**src/rtl/jalr_pred_pkg.sv**
```systemverilog
// Shared types and saturating-confidence helpers for the JALR target buffer.
package jalr_pred_pkg;

   typedef logic [1:0] conf_t;

   localparam conf_t CONF_MAX  = 2'd3;
   localparam conf_t CONF_INIT = 2'd1;

   function automatic conf_t sat_inc(input conf_t c);
      return (c == CONF_MAX) ? c : conf_t'(c + 2'd1);
   endfunction

   function automatic conf_t sat_dec(input conf_t c);
      return (c == 2'd0) ? c : conf_t'(c - 2'd1);
   endfunction

endpackage

```
**src/rtl/jtb_entry_next.sv**
```systemverilog
// Next-state rule for one JALR target buffer entry given a resolved jump.
module jtb_entry_next
   import jalr_pred_pkg::*;
#(
   parameter int ADDR_WIDTH = 32,
   parameter int TAG_BITS   = 8
) (
   input  logic                  entry_valid_i,
   input  logic [TAG_BITS-1:0]   entry_tag_i,
   input  logic [ADDR_WIDTH-1:0] entry_target_i,
   input  conf_t                 entry_conf_i,
   input  logic                  hit_i,
   input  logic                  mispred_i,
   input  logic [TAG_BITS-1:0]   new_tag_i,
   input  logic [ADDR_WIDTH-1:0] new_target_i,
   output logic                  next_valid_o,
   output logic [TAG_BITS-1:0]   next_tag_o,
   output logic [ADDR_WIDTH-1:0] next_target_o,
   output conf_t                 next_conf_o
);

   // Hysteresis: a stable entry must be worn down to zero before it is replaced.
   always_comb begin
      next_valid_o  = entry_valid_i;
      next_tag_o    = entry_tag_i;
      next_target_o = entry_target_i;
      next_conf_o   = entry_conf_i;
      if (hit_i) begin
         if (!mispred_i) begin
            next_conf_o = sat_inc(entry_conf_i);
         end else if (entry_conf_i == 2'd0) begin
            next_target_o = new_target_i;
            next_conf_o   = CONF_INIT;
         end else begin
            next_conf_o = sat_dec(entry_conf_i);
         end
      end else if (!entry_valid_i || entry_conf_i == 2'd0) begin
         next_valid_o  = 1'b1;
         next_tag_o    = new_tag_i;
         next_target_o = new_target_i;
         next_conf_o   = CONF_INIT;
      end else begin
         next_conf_o = sat_dec(entry_conf_i);
      end
   end

endmodule

```
**src/rtl/jalr_target_buffer.sv**
```systemverilog
// Tagged, confidence-filtered indirect-jump target predictor: multi-lane lookup,
// multi-port training with youngest-port-wins on index collisions.
module jalr_target_buffer
   import jalr_pred_pkg::*;
#(
   parameter int          ADDR_WIDTH  = 32,
   parameter int          ENTRIES     = 16,
   parameter int          TAG_BITS    = 8,
   parameter int          NUM_LANES   = 5,
   parameter int          NUM_UPD     = 3,
   parameter logic [1:0]  CONF_THRESH = 2'd1,
   localparam int         LANE_BITS   = (NUM_LANES > 1) ? $clog2(NUM_LANES) : 1
) (
   input  logic                                 clk,
   input  logic                                 reset,
   input  logic                                 flush_i,
   input  logic [NUM_LANES-1:0][ADDR_WIDTH-1:0] current_pc_i,
   input  logic [NUM_LANES-1:0]                 is_jalr_i,
   output logic                                 pred_valid_o,
   output logic [ADDR_WIDTH-1:0]                pred_target_o,
   output logic [LANE_BITS-1:0]                 pred_lane_o,
   input  logic [NUM_UPD-1:0]                   upd_valid_i,
   input  logic [NUM_UPD-1:0][ADDR_WIDTH-1:0]   upd_link_pc_i,
   input  logic [NUM_UPD-1:0]                   upd_mispred_i,
   input  logic [NUM_UPD-1:0][ADDR_WIDTH-1:0]   upd_target_i
);

   localparam int INDEX_BITS = $clog2(ENTRIES);
   localparam int TAG_LSB    = INDEX_BITS + 2;

   typedef struct packed {
      logic                  valid;
      logic [TAG_BITS-1:0]   tag;
      logic [ADDR_WIDTH-1:0] target;
      conf_t                 conf;
   } jtb_entry_t;

   jtb_entry_t table_q [ENTRIES];
   jtb_entry_t table_d [ENTRIES];

   logic                    lane_found;
   logic [LANE_BITS-1:0]    sel_lane;
   logic [ADDR_WIDTH-1:0]   sel_pc;
   logic [INDEX_BITS-1:0]   lk_idx;
   logic [TAG_BITS-1:0]     lk_tag;
   jtb_entry_t              lk_entry;
   logic                    lk_hit;

   logic [NUM_UPD-1:0][ADDR_WIDTH-1:0] jalr_pc;
   logic [INDEX_BITS-1:0]   upd_idx   [NUM_UPD];
   logic [TAG_BITS-1:0]     upd_tag   [NUM_UPD];
   jtb_entry_t              cur_entry [NUM_UPD];
   jtb_entry_t              nxt_entry [NUM_UPD];
   logic [NUM_UPD-1:0]      upd_hit;
   logic [NUM_UPD-1:0]      port_act;
   logic                    unused_pc_bits;

   // Oldest JALR lane owns the prediction, hit or not.
   always_comb begin
      lane_found = 1'b0;
      sel_lane   = '0;
      sel_pc     = '0;
      for (int l = 0; l < NUM_LANES; l++) begin
         if (!lane_found && is_jalr_i[l]) begin
            lane_found = 1'b1;
            sel_lane   = LANE_BITS'(l);
            sel_pc     = current_pc_i[l];
         end
      end
   end

   always_comb begin
      lk_idx        = sel_pc[INDEX_BITS+1:2];
      lk_tag        = sel_pc[TAG_LSB+TAG_BITS-1:TAG_LSB];
      lk_entry      = table_q[lk_idx];
      lk_hit        = lane_found && lk_entry.valid && (lk_entry.tag == lk_tag)
                      && (lk_entry.conf >= CONF_THRESH);
      pred_valid_o  = lk_hit;
      pred_target_o = lk_hit ? lk_entry.target : '0;
      pred_lane_o   = sel_lane;
   end

   always_comb begin
      for (int p = 0; p < NUM_UPD; p++) begin
         jalr_pc[p]   = upd_link_pc_i[p] - ADDR_WIDTH'(4);
         upd_idx[p]   = jalr_pc[p][INDEX_BITS+1:2];
         upd_tag[p]   = jalr_pc[p][TAG_LSB+TAG_BITS-1:TAG_LSB];
         cur_entry[p] = table_q[upd_idx[p]];
         upd_hit[p]   = cur_entry[p].valid && (cur_entry[p].tag == upd_tag[p]);
      end
   end

   assign unused_pc_bits = ^{sel_pc, jalr_pc};

   for (genvar p = 0; p < NUM_UPD; p++) begin : g_upd
      logic                  nv;
      logic [TAG_BITS-1:0]   nt;
      logic [ADDR_WIDTH-1:0] ntg;
      conf_t                 nc;

      jtb_entry_next #(
         .ADDR_WIDTH (ADDR_WIDTH),
         .TAG_BITS   (TAG_BITS)
      ) u_next (
         .entry_valid_i  (cur_entry[p].valid),
         .entry_tag_i    (cur_entry[p].tag),
         .entry_target_i (cur_entry[p].target),
         .entry_conf_i   (cur_entry[p].conf),
         .hit_i          (upd_hit[p]),
         .mispred_i      (upd_mispred_i[p]),
         .new_tag_i      (upd_tag[p]),
         .new_target_i   (upd_target_i[p]),
         .next_valid_o   (nv),
         .next_tag_o     (nt),
         .next_target_o  (ntg),
         .next_conf_o    (nc)
      );

      assign nxt_entry[p] = {nv, nt, ntg, nc};
   end

   // A port is dropped when a younger (higher-numbered) port targets the same index.
   always_comb begin
      for (int p = 0; p < NUM_UPD; p++) begin
         port_act[p] = upd_valid_i[p];
         for (int q = p + 1; q < NUM_UPD; q++) begin
            if (upd_valid_i[q] && (upd_idx[q] == upd_idx[p])) begin
               port_act[p] = 1'b0;
            end
         end
      end
   end

   always_comb begin
      table_d = table_q;
      for (int p = 0; p < NUM_UPD; p++) begin
         if (port_act[p]) begin
            table_d[upd_idx[p]] = nxt_entry[p];
         end
      end
      if (flush_i) begin
         for (int e = 0; e < ENTRIES; e++) begin
            table_d[e].valid = 1'b0;
            table_d[e].conf  = '0;
         end
      end
   end

   always_ff @(posedge clk or negedge reset) begin
      if (!reset) begin
         for (int e = 0; e < ENTRIES; e++) begin
            table_q[e] <= '0;
         end
      end else begin
         table_q <= table_d;
      end
   end

endmodule

```
**config.mk**
```make
export PLATFORM = sky130hd
export DESIGN_NAME = jalr_target_buffer
export DESIGN_NICKNAME = d
export VERILOG_FILES = /design/src/rtl/jalr_pred_pkg.sv /design/src/rtl/jtb_entry_next.sv /design/src/rtl/jalr_target_buffer.sv
export SDC_FILE = /design/constraint.sdc
export NUM_CORES = 2
export LEC_CHECK = 0
export BUFFER_PORTS_ARGS = -buffer_cell sky130_fd_sc_hd__buf_2
export CAP_MARGIN = 20
export CELL_PAD_IN_SITES_DETAIL_PLACEMENT = 1
export CELL_PAD_IN_SITES_GLOBAL_PLACEMENT = 2
export CORE_ASPECT_RATIO = 2
export CORE_MARGIN = 5
export CORE_UTILIZATION = 40
export CTS_BUF_LIST = sky130_fd_sc_hd__clkbuf_8
export CTS_CLUSTER_DIAMETER = 30
export DETAILED_ROUTE_END_ITERATION = 10
export PLACE_DENSITY_LB_ADDON = 0.08
export SETUP_SLACK_MARGIN = 0.5
export SLEW_MARGIN = 20
export SYNTH_ARGS = -nofsm -noshare
export SYNTH_HDL_FRONTEND = slang
export SYNTH_HIERARCHICAL = 1
export SYNTH_SLANG_ARGS = --single-unit
```
**constraint.sdc**
```tcl
create_clock -name clk -period 4.3 [get_ports clk]
set_input_delay 0.43 -clock clk [delete_from_list [all_inputs] [get_ports clk]]
set_output_delay 0.43 -clock clk [all_outputs]
set_load 0.005 [all_outputs]
```
==> flow_metrics.env <==
export IMPL_crit_type="reg2reg"
export IMPL_drcViolationCount=0
export IMPL_hold_viol_final=0
export IMPL_wl_per_cell_microns=36.83
export IMPL_internal_power_mw=21.96
export IMPL_synth_area_leaders="dfrtp_1 (27%), mux4_2 (22%), mux2i_1 (11%)"
export IMPL_reg_top3="table_q x688"
export IMPL_die_h_microns=578.6
export IMPL_worstReg2RegStart="table_q[78]"
export IMPL_final_common_cell="nand2_1"
export IMPL_fp_coreArea_sq_um=160600
export IMPL_grt_busiest_layer="met2"
export IMPL_dp_hpwl_microns=226200
export IMPL_io_pin_count=402
export IMPL_startpoint="table_q[78]"
export IMPL_end_kind="flip-flop"
export IMPL_fin_util_pct=49.26
export IMPL_netlist_area_sq_um=64660
export IMPL_worst_pin_slew_ns=1.102
export IMPL_cts_tree="built"
export IMPL_firstDrtPassIters=5
export IMPL_top_register="table_q"
export IMPL_worstPathRequired_ns=5.03
export IMPL_use_met2_pct=66.14
export IMPL_hold_start="upd_target_i[85]"
export IMPL_whs_endpoint="table_q[195]"
export IMPL_status="complete, but fails checks"
export IMPL_violations="negative setup slack"
export IMPL_synth_cell_types=87
export IMPL_ys_ff_latch=688
export IMPL_fin_crit_sh_pct=102.7
export IMPL_crit_fanout=8
export IMPL_htreeDepth=4
export IMPL_setup_ws_ns=-0.1180
export IMPL_hold_class="in2reg"
export IMPL_die_x_microns=294.3
export IMPL_cap_viol_max_count=0
export IMPL_reg2reg_depth=18
export IMPL_cts_buffer_depth=4
export IMPL_grt_usage_pct=40.38
export IMPL_antenna_found_initial=5
export IMPL_drive_above_1_share_pct=28.60
export IMPL_p_leak_nw=30.85
export IMPL_via_per_inst=6.850
export IMPL_die_area_sq_um=170300
export IMPL_worst_r2r_setup_slack_ns=-0.12
export IMPL_fin_skew_ns=0.07476
export IMPL_layout_common_cells="nand2_1 (1473), mux2i_1 (724), o21ai_1 (710)"
export IMPL_fp_row_count=208
export IMPL_ant_nets=0
export IMPL_syn_to_final_growth_pct=22.34
export IMPL_pwr_share_clk_pct=25.7
export IMPL_hold_path_depth=4
export IMPL_root_buffer="clkbuf_8"
export IMPL_num_vias=66678
export IMPL_gr_usage_met1_pct=47.04
export IMPL_rsz0062_at_grt="true"
export IMPL_comb_power_share_pct=42.7
export IMPL_fin_nets=7889
export IMPL_largest_reg_flops=688
export IMPL_critPathArrivalTime_ns=5.14
export IMPL_avgSynthCellArea_sq_um=8.913
export IMPL_drv_slew=0
export IMPL_met3_usage_pct=7.314
export IMPL_ys_seq_area_share_pct=26.63
export IMPL_gp_congestion=0.9568
export IMPL_start_kind="flip-flop"
export IMPL_r2r_end="table_q[675]"
export IMPL_place_area_sq_um=72010
export IMPL_final_area_sq_um=79100
export IMPL_ys_warn_count=6
export IMPL_synth_edf_count=0
export IMPL_vdd_drop_max_uv=265.5
export IMPL_p_sw_share_pct=40.52
export IMPL_p_per_area_nw_per_um2=466.8
export IMPL_maxSlewHeadroom_pct=26.50
export IMPL_overflow=0
export IMPL_synth_nets=7633
export IMPL_clkLatencyLatePin_ns=0.91
export IMPL_clkTransAtPathRegs_ns=0.07
export IMPL_grt_pass1_wl_microns=502100
export IMPL_cts_buffers_inserted=171
export IMPL_clock_sinks=688
export IMPL_grt_max_degree=81
export IMPL_grt_pass1_vias=68365
export IMPL_synth_top_area_cell="dfrtp_1"
export IMPL_synth_top_area_share_pct=26.63
export IMPL_fillCellCount=18021
export IMPL_p_sw_mw=14.96
export IMPL_start_util_pct=40.27
export IMPL_drt_total_wl_microns=358500
export IMPL_power_frac_seq_pct=31.5
export IMPL_dr_first_iter_drc_count=7401
export IMPL_ys_flop_type="dfrtp_1"
export IMPL_setup_violations=147
export IMPL_io_buffer_count=241
export IMPL_layout_min_cycle_time_ns=4.418
export IMPL_syn_inst=7254
export IMPL_synthArstFlopShare_pct=100.0
export IMPL_fmax_mhz=226.3
## worst max-delay path by stage
stage / endpoint / slack [ns] / cells after the start
finish: table_q[675] / -0.12 / 18
detailed placement: table_q[565] / -0.62 / 19
global placement: table_q[349] / -0.66 / 19
CTS: table_q[531] / 0.03 / 18
global route: table_q[588] / -0.15 / 18
floorplan: table_q[657] / -0.27 / 23
## power by group through the flow
stage / clock network, mW / registers, mW / logic, mW
floorplan: 0 / 10.3 / 10.2
global placement: 0 / 11.3 / 13.8
detailed placement: 0 / 11.5 / 14.3
CTS: 9.61 / 11.4 / 15.1
global route: 9.85 / 11.8 / 16.8
finish: 9.51 / 11.6 / 15.8
## worst max-delay path, stage by stage (launching register included)
cell and delay, ns:
dfrtp_1 0.40, buf_6 0.12, mux4_2 0.45, mux4_2 0.57, xnor2_2 0.17, nand4_1 0.26
buf_4 0.25, nor3_4 0.17, buf_6 0.14, inv_2 0.04, o21ai_4 0.19, buf_12 0.21
buf_12 0.18, buf_16 0.18, mux2_4 0.39, mux2i_1 0.17, nor2_1 0.06, a21oi_1 0.15
o21ai_1 0.09
## logic make-up (layout without fill, tap and decap cells)
logic type | Yosys count | after routing | synth area share, %
compound gates | 1617 | 1617 | 13.83
simple gates | 2499 | 2499 | 16.47
flops | 688 | 688 | 26.63
fa+ha+maj | 16 | 16 | 0.2980
xor+xnor | 69 | 69 | 0.9347
buf+inv | 868 | 1213 | 5.420
mux | 1497 | 1530 | 36.42
other cells | 0 | 2 | 0
## per-stage QoR
| stage | instances | hold slack [ns] | worst slack [ns] | power (mW) | setup TNS [ns] |
|---|---|---|---|---|---|
| 2_1_floorplan | 7254 | 0.1344 | -0.2675 | 20.45 | -155.47 |
| 3_3_place_gp | 9292 | 0.5108 | -0.6585 | 25.16 | -293.55 |
| 3_5_place_dp | 9295 | 0.5021 | -0.6156 | 25.77 | -280.93 |
| 4_1_cts | 9682 | 0.007388 | 0.02740 | 36.13 | 0 |
| 5_1_grt | 9734 | 0.06849 | -0.1468 | 38.40 | -13.12 |
| 6_report | 9734 | 0.06461 | -0.1180 | 36.93 | -6.244 |
## Yosys cell counts, drive strengths merged (51+ instances only)
library cell and count:
nand2 1480, o21ai 924, mux2i 729, dfrtp 688
mux4 645, clkbuf 546, nor2 467, a21oi 447
buf 297, nand3 288, mux2 123, and3 111
o22ai 54, xnor2 51
## final cells by class
type                       instances  area [sq um]  area share, %
tap                             2100          2628          3.322
inverter                          25         98.84         0.1250
clock inverter                    89          1010          1.276
clock buffer                     206          2835          3.584
multi-input combinational       5731         45870          57.98
antenna                            2         5.005       0.006327
timing repair buffer             893          9442          11.94
sequential                       688         17220          21.77
## routing by layer
metal  vias to the layer above  wire length (microns)
li1                      27100                      -
met1                     34133                 126700
met2                      3979                 168300
met3                      1462                  29050
met4                         4                  34460
met5                         -                     26
## repair_timing
action,CTS,global route
pin swaps,47,213
hold endpoints to repair,56,0
cloned,29,15
buffers inserted,62,35
resized for setup,202,385
hold buffers,1,0
endpoints found under the setup margin,621,705
Power figures use the tool's default switching activity.
